## config.mk

```make
export PLATFORM = sky130hd
export DESIGN_NAME = pipe_hazard_ctrl_flat
export DESIGN_NICKNAME = d
export VERILOG_FILES = /design/src/rtl/pipe_hazard_if.sv /design/src/rtl/pipe_hazard_ctrl.sv /design/src/flat_wrapper.sv
export SDC_FILE = /design/constraint.sdc
export NUM_CORES = 1
export LEC_CHECK = 0
export CAP_MARGIN = 20
export CORE_MARGIN = 3
export CORE_UTILIZATION = 54
export DETAILED_ROUTE_END_ITERATION = 7
export GPL_TIMING_DRIVEN = 0
export HOLD_SLACK_MARGIN = 0.06
export PLACE_DENSITY = 0.85
export SETUP_SLACK_MARGIN = 0.2
export SYNTH_ARGS = -nofsm -noshare
export SYNTH_HDL_FRONTEND = slang
export SYNTH_SLANG_ARGS = --single-unit
```

## constraint.sdc

```tcl
create_clock -name clk -period 7 [get_ports clk]
set_input_delay 1.75 -clock clk [delete_from_list [all_inputs] [get_ports clk]]
set_output_delay 1.75 -clock clk [all_outputs]
set_load 0.01 [all_outputs]
```

## src/rtl/pipe_hazard_if.sv

```systemverilog
// Hazard-controller handshake bundle: pipeline event inputs and stall/flush outputs.
// master = pipeline side, slave = pipe_hazard_ctrl.
interface pipe_hazard_if #(
  parameter int PERF_W = 32
) ();
  logic              exc_i;
  logic              dmem_req_i;
  logic              dmem_ready_i;
  logic              mdu_start_i;
  logic              mispredict_i;
  logic              load_use_i;
  logic [4:0]        stall_o;
  logic [4:0]        flush_o;
  logic              mdu_done_o;
  logic              busy_o;
  logic [PERF_W-1:0] stall_cnt_o;

  modport master (
    output exc_i, dmem_req_i, dmem_ready_i,
    output mdu_start_i, mispredict_i, load_use_i,
    input  stall_o, flush_o, mdu_done_o,
    input  busy_o, stall_cnt_o
  );

  modport slave (
    input  exc_i, dmem_req_i, dmem_ready_i,
    input  mdu_start_i, mispredict_i, load_use_i,
    output stall_o, flush_o, mdu_done_o,
    output busy_o, stall_cnt_o
  );
endinterface

```

## src/rtl/pipe_hazard_ctrl.sv

```systemverilog
// Stall/flush sequencer for the 5-stage pipeline with saturating stall counter.
// Option: PIPE_DELAY_SLOT_EN makes a mispredict flush only D (branch delay slot).
module pipe_hazard_ctrl #(
  parameter int MDU_LAT = 32,
  parameter int CNT_W   = 6,
  parameter int PERF_W  = 32
) (
  input logic           clk,
  input logic           reset,
  pipe_hazard_if.slave  hz
);

  typedef enum logic [1:0] {
    RUN      = 2'd0,
    MEM_WAIT = 2'd1,
    MDU_BUSY = 2'd2
  } state_t;

  localparam logic [4:0] EXC_FLUSH = 5'b01110;
  localparam logic [4:0] MEM_STALL = 5'b01111;
  localparam logic [4:0] MEM_FLUSH = 5'b10000;
  localparam logic [4:0] MDU_STALL = 5'b00111;
  localparam logic [4:0] MDU_FLUSH = 5'b01000;
  localparam logic [4:0] LU_STALL  = 5'b00011;
  localparam logic [4:0] LU_FLUSH  = 5'b00100;
`ifdef PIPE_DELAY_SLOT_EN
  localparam logic [4:0] MISP_FLUSH = 5'b00010;
`else
  localparam logic [4:0] MISP_FLUSH = 5'b00110;
`endif
  localparam logic [CNT_W-1:0] CNT_LOAD = CNT_W'(MDU_LAT - 2);

  state_t            state, state_nxt;
  logic [CNT_W-1:0]  cnt, cnt_nxt;
  logic [PERF_W-1:0] perf;
  logic [4:0]        stall, flush;
  logic              done;

  always_ff @(posedge clk or posedge reset) begin
    if (reset) begin
      state <= RUN;
      cnt   <= '0;
      perf  <= '0;
    end else begin
      state <= state_nxt;
      cnt   <= cnt_nxt;
      if (|stall && !(&perf))
        perf <= perf + 1'b1;
    end
  end

  always_comb begin
    state_nxt = state;
    cnt_nxt   = cnt;
    stall     = '0;
    flush     = '0;
    done      = 1'b0;
    unique case (state)
      RUN, MEM_WAIT: begin
        if (state == MEM_WAIT)
          state_nxt = RUN;
        // memory not done: hold everything up to M, bubble into W
        if ((state == MEM_WAIT && !hz.dmem_ready_i) ||
            (state == RUN && !hz.exc_i &&
             hz.dmem_req_i && !hz.dmem_ready_i)) begin
          stall     = MEM_STALL;
          flush     = MEM_FLUSH;
          state_nxt = MEM_WAIT;
        end else if (hz.exc_i) begin
          flush = EXC_FLUSH;
        end else if (hz.mdu_start_i) begin
          stall     = MDU_STALL;
          flush     = MDU_FLUSH;
          cnt_nxt   = CNT_LOAD;
          state_nxt = MDU_BUSY;
        end else if (hz.mispredict_i) begin
          flush = MISP_FLUSH;
        end else if (hz.load_use_i) begin
          stall = LU_STALL;
          flush = LU_FLUSH;
        end
      end
      MDU_BUSY: begin
        if (hz.exc_i) begin
          flush     = EXC_FLUSH;
          cnt_nxt   = '0;
          state_nxt = RUN;
        end else if (cnt != '0) begin
          stall   = MDU_STALL;
          flush   = MDU_FLUSH;
          cnt_nxt = cnt - 1'b1;
        end else begin
          done      = 1'b1;
          state_nxt = RUN;
        end
      end
      default: state_nxt = RUN;
    endcase
  end

  assign hz.stall_o     = stall;
  assign hz.flush_o     = flush;
  assign hz.mdu_done_o  = done;
  assign hz.busy_o      = (state != RUN);
  assign hz.stall_cnt_o = perf;

endmodule

```

## src/flat_wrapper.sv

```systemverilog
// flat-port wrapper written by rule: the top's interface ports become plain ports
module pipe_hazard_ctrl_flat 
#(
  parameter int MDU_LAT = 32,
  parameter int CNT_W   = 6,
  parameter int PERF_W  = 32
)
  (clk, reset, hz_exc_i, hz_dmem_req_i, hz_dmem_ready_i, hz_mdu_start_i, hz_mispredict_i, hz_load_use_i, hz_stall_o, hz_flush_o, hz_mdu_done_o, hz_busy_o, hz_stall_cnt_o);
  pipe_hazard_if #(.PERF_W(PERF_W)) hz_i ();
  input logic clk;
  input logic reset;
  input wire logic [$bits(hz_i.exc_i)-1:0] hz_exc_i;
  input wire logic [$bits(hz_i.dmem_req_i)-1:0] hz_dmem_req_i;
  input wire logic [$bits(hz_i.dmem_ready_i)-1:0] hz_dmem_ready_i;
  input wire logic [$bits(hz_i.mdu_start_i)-1:0] hz_mdu_start_i;
  input wire logic [$bits(hz_i.mispredict_i)-1:0] hz_mispredict_i;
  input wire logic [$bits(hz_i.load_use_i)-1:0] hz_load_use_i;
  output wire logic [$bits(hz_i.stall_o)-1:0] hz_stall_o;
  output wire logic [$bits(hz_i.flush_o)-1:0] hz_flush_o;
  output wire logic [$bits(hz_i.mdu_done_o)-1:0] hz_mdu_done_o;
  output wire logic [$bits(hz_i.busy_o)-1:0] hz_busy_o;
  output wire logic [$bits(hz_i.stall_cnt_o)-1:0] hz_stall_cnt_o;
  assign hz_i.exc_i = hz_exc_i;
  assign hz_i.dmem_req_i = hz_dmem_req_i;
  assign hz_i.dmem_ready_i = hz_dmem_ready_i;
  assign hz_i.mdu_start_i = hz_mdu_start_i;
  assign hz_i.mispredict_i = hz_mispredict_i;
  assign hz_i.load_use_i = hz_load_use_i;
  assign hz_stall_o = hz_i.stall_o;
  assign hz_flush_o = hz_i.flush_o;
  assign hz_mdu_done_o = hz_i.mdu_done_o;
  assign hz_busy_o = hz_i.busy_o;
  assign hz_stall_cnt_o = hz_i.stall_cnt_o;
  pipe_hazard_ctrl #(.MDU_LAT(MDU_LAT), .CNT_W(CNT_W), .PERF_W(PERF_W)) u_core (.clk(clk), .reset(reset), .hz(hz_i));
endmodule
```

==> impl_metrics.ini <==
[run_status]
status = finished, final reports clean

[floorplanning]
io_pins = 52
core_um2 = 4090
die_y_um = 71.7
die_width_um = 71.7
rows = 23
die-area_um2 = 5150
initial_core_util_pct = 57.1

[synth]
ys_seq_area_share_pct = 42.9
yosys_warnings = 0
ys_types = 53
synthCells = 232
syn_area_per_cell_um2 = 10.1
synthArstFlopShare_pct = 100
synth_edf_count = 0
ys.flop_type = dfrtp_1
synth-seq-cells = 40
syn_area_um2 = 2330

[pwr]
power.density_nw_per_um2 = 218
vdd_drop_max_v = 0.000175
leakagePower_nw = 1.18
p_total_mw = 0.649

[placement]
port_buffers = 48
gp_congestion = 0.834
pre_cts_ws_ns = 1.57
hpwl_um = 3730
dp_cells = 331
place_area_um2 = 2880

[timing]
slew_headroom_pct = 44.9
worst_slew_pin_slew_ns = 0.825
hold_slack_ns = 0.518
rsz0062_at_grt = false
timing.fmax_ghz = 0.183
post-route-min-period_ns = 5.45
setup_viol = 0
tns_ns = 0
skew_ns = 0.00330
fin_ws_ns = 1.55
hold_violations = 0
slew_violations = 0
period_share_pct = 77.9

[global_route]
grt_pass1_wl_um = 9090
antenna_found_initial = 0
grt_usage_pct = 22.2
grt-ovfl-total = 0
grt_pass1_vias = 1983
grt_max_degree = 41

[clock_network]
cts_buffers = 5
clkTransAtPathRegs_ns = 0.07
cts_setup_buffers = 0
cts_root_buffer = clkbuf_8
ctsHoldBuffers = 0
cts_tree = built
htree_num_levels = 2
cts_buffer_depth = 2
cts_resized = 0
cts_sinks = 40
clock_latency_ns = 0.29

[routing]
viasPerCell = 5.80
totalWireLength_um = 5290
drt_iter0_markers = 115
wire_per_inst_um = 15.6
dr.pass1.iters = 4
ant_nets = 0
drcViolationCount = 0
dr_total_vias = 1959

[layout]
final_cells = 338
area_growth_pct = 27.6
diodes = 0
final_nets = 298
drive_gt1_share_pct = 13.9
final_core_util_pct = 72.8
layout_common_cells = clkdlybuf4s50_1 (48), dfrtp_1 (40), xnor2_1 (28)
design_area_um2 = 2980
layout_commonest_cell = clkdlybuf4s50_1

[critical_path]
cp-start-kind = input pin
cp.required_ns = 5.25
critPathKind = in -> out
setup.worst_path.end_class = output pin
crit_fanout = 6
reg2reg_slack_ns = 4.79
crit_arrival_ns = 3.70

[worst_hold_path]
hold_path_class = reg -> reg

[flow_run]
maxCapViolCount = 0
where the power goes:
group / internal [mW] / leakage [nW] / switching [mW]
Clock: 0.0878 / 0.0503 / 0.0786
Sequential: 0.259 / 0.534 / 0.0387
Combinational: 0.0989 / 0.595 / 0.0860
Total: 0.446 / 1.18 / 0.203
cell usage after synthesis (all sizes together) (2+ instances only):
master,instances,area (um2)
clkbuf,3,11.3
mux2,3,41.3
and3,7,43.8
and2,4,27.5
dfrtp,40,1000
xnor2,28,245
or3,3,23.8
ha,2,25.0
a21oi,5,25.0
a31oi,2,27.5
inv,6,22.5
nor3,11,55.1
nor2b,3,18.8
nand4,23,144
nand2,14,55.1
o21ai,12,63.8
a21o,2,15.0
nor2,14,55.1
nand3,15,115
and4,3,26.3
nand4b,3,26.3
buf,10,75.1
critical path, cell delays in order:
cell             delay [ns]
clkdlybuf4s50_1        0.40
nor2b_1                0.14
o21ai_2                0.31
inv_2                  0.08
o21ai_1                0.22
a22o_1                 0.19
a21o_1                 0.09
clkdlybuf4s50_1        0.53
worst paths after layout:
check | end | cells after the start | start
worst max-delay path | hz_flush_o[2] | 8 | hz_dmem_req_i
worst max register to register | u_core.hz.stall_cnt_o[8] | 9 | u_core.cnt[0]
worst min-delay path | u_core.hz.stall_cnt_o[11] | 1 | u_core.hz.stall_cnt_o[11]
worst min register to register | u_core.hz.stall_cnt_o[11] | 1 | u_core.hz.stall_cnt_o[11]
min in group asynchronous | u_core.cnt[3] | 2 | reset
max in group asynchronous | u_core.hz.stall_cnt_o[26] | 2 | reset
sequential cells by signal, summed over array words and instances, names as in the netlist:
| register | count |
|---|---|
| u_core.hz.stall_cnt_o | 32 |
| u_core.cnt | 6 |
| u_core.state | 2 |
metal layers:
| layer | part of all wire [%] | track usage, % | vias to the layer above |
|---|---|---|---|
| met5 | 0 | 0 | - |
| met4 | 1.7 | 9.81 | 0 |
| met3 | 5.7 | 5.47 | 9 |
| met2 | 49 | 35.2 | 58 |
| met1 | 44 | 28.9 | 949 |
| li1 | - | - | 943 |
logic make-up (layout without fill, tap and decap cells):
group                    count (synthesis)  after routing  synth area share, %
buffers and inverters                   19             74                 4.66
AND/OR/NAND/NOR                        109            109                 29.0
XOR/XNOR                                29             29                 10.9
other                                    1              2                0.161
AO/OA/AOI/OAI                           29             29                 9.54
flip-flops                              40             40                 42.9
multiplexers                             3              3                 1.77
adder cells (fa/ha/maj)                  2              2                 1.07
area by class of cell:
class                           instances  area, um2
Sequential cell                        40       1000
Buffer                                 13       86.3
Inverter                                6       22.5
Tap cell                               50       62.6
Clock buffer                            7       96.3
Fill cell                             309       1110
Timing Repair Buffer                   48        480
Multi-Input combinational cell        174       1230
Note: power is estimated with default switching activity, not from simulation.
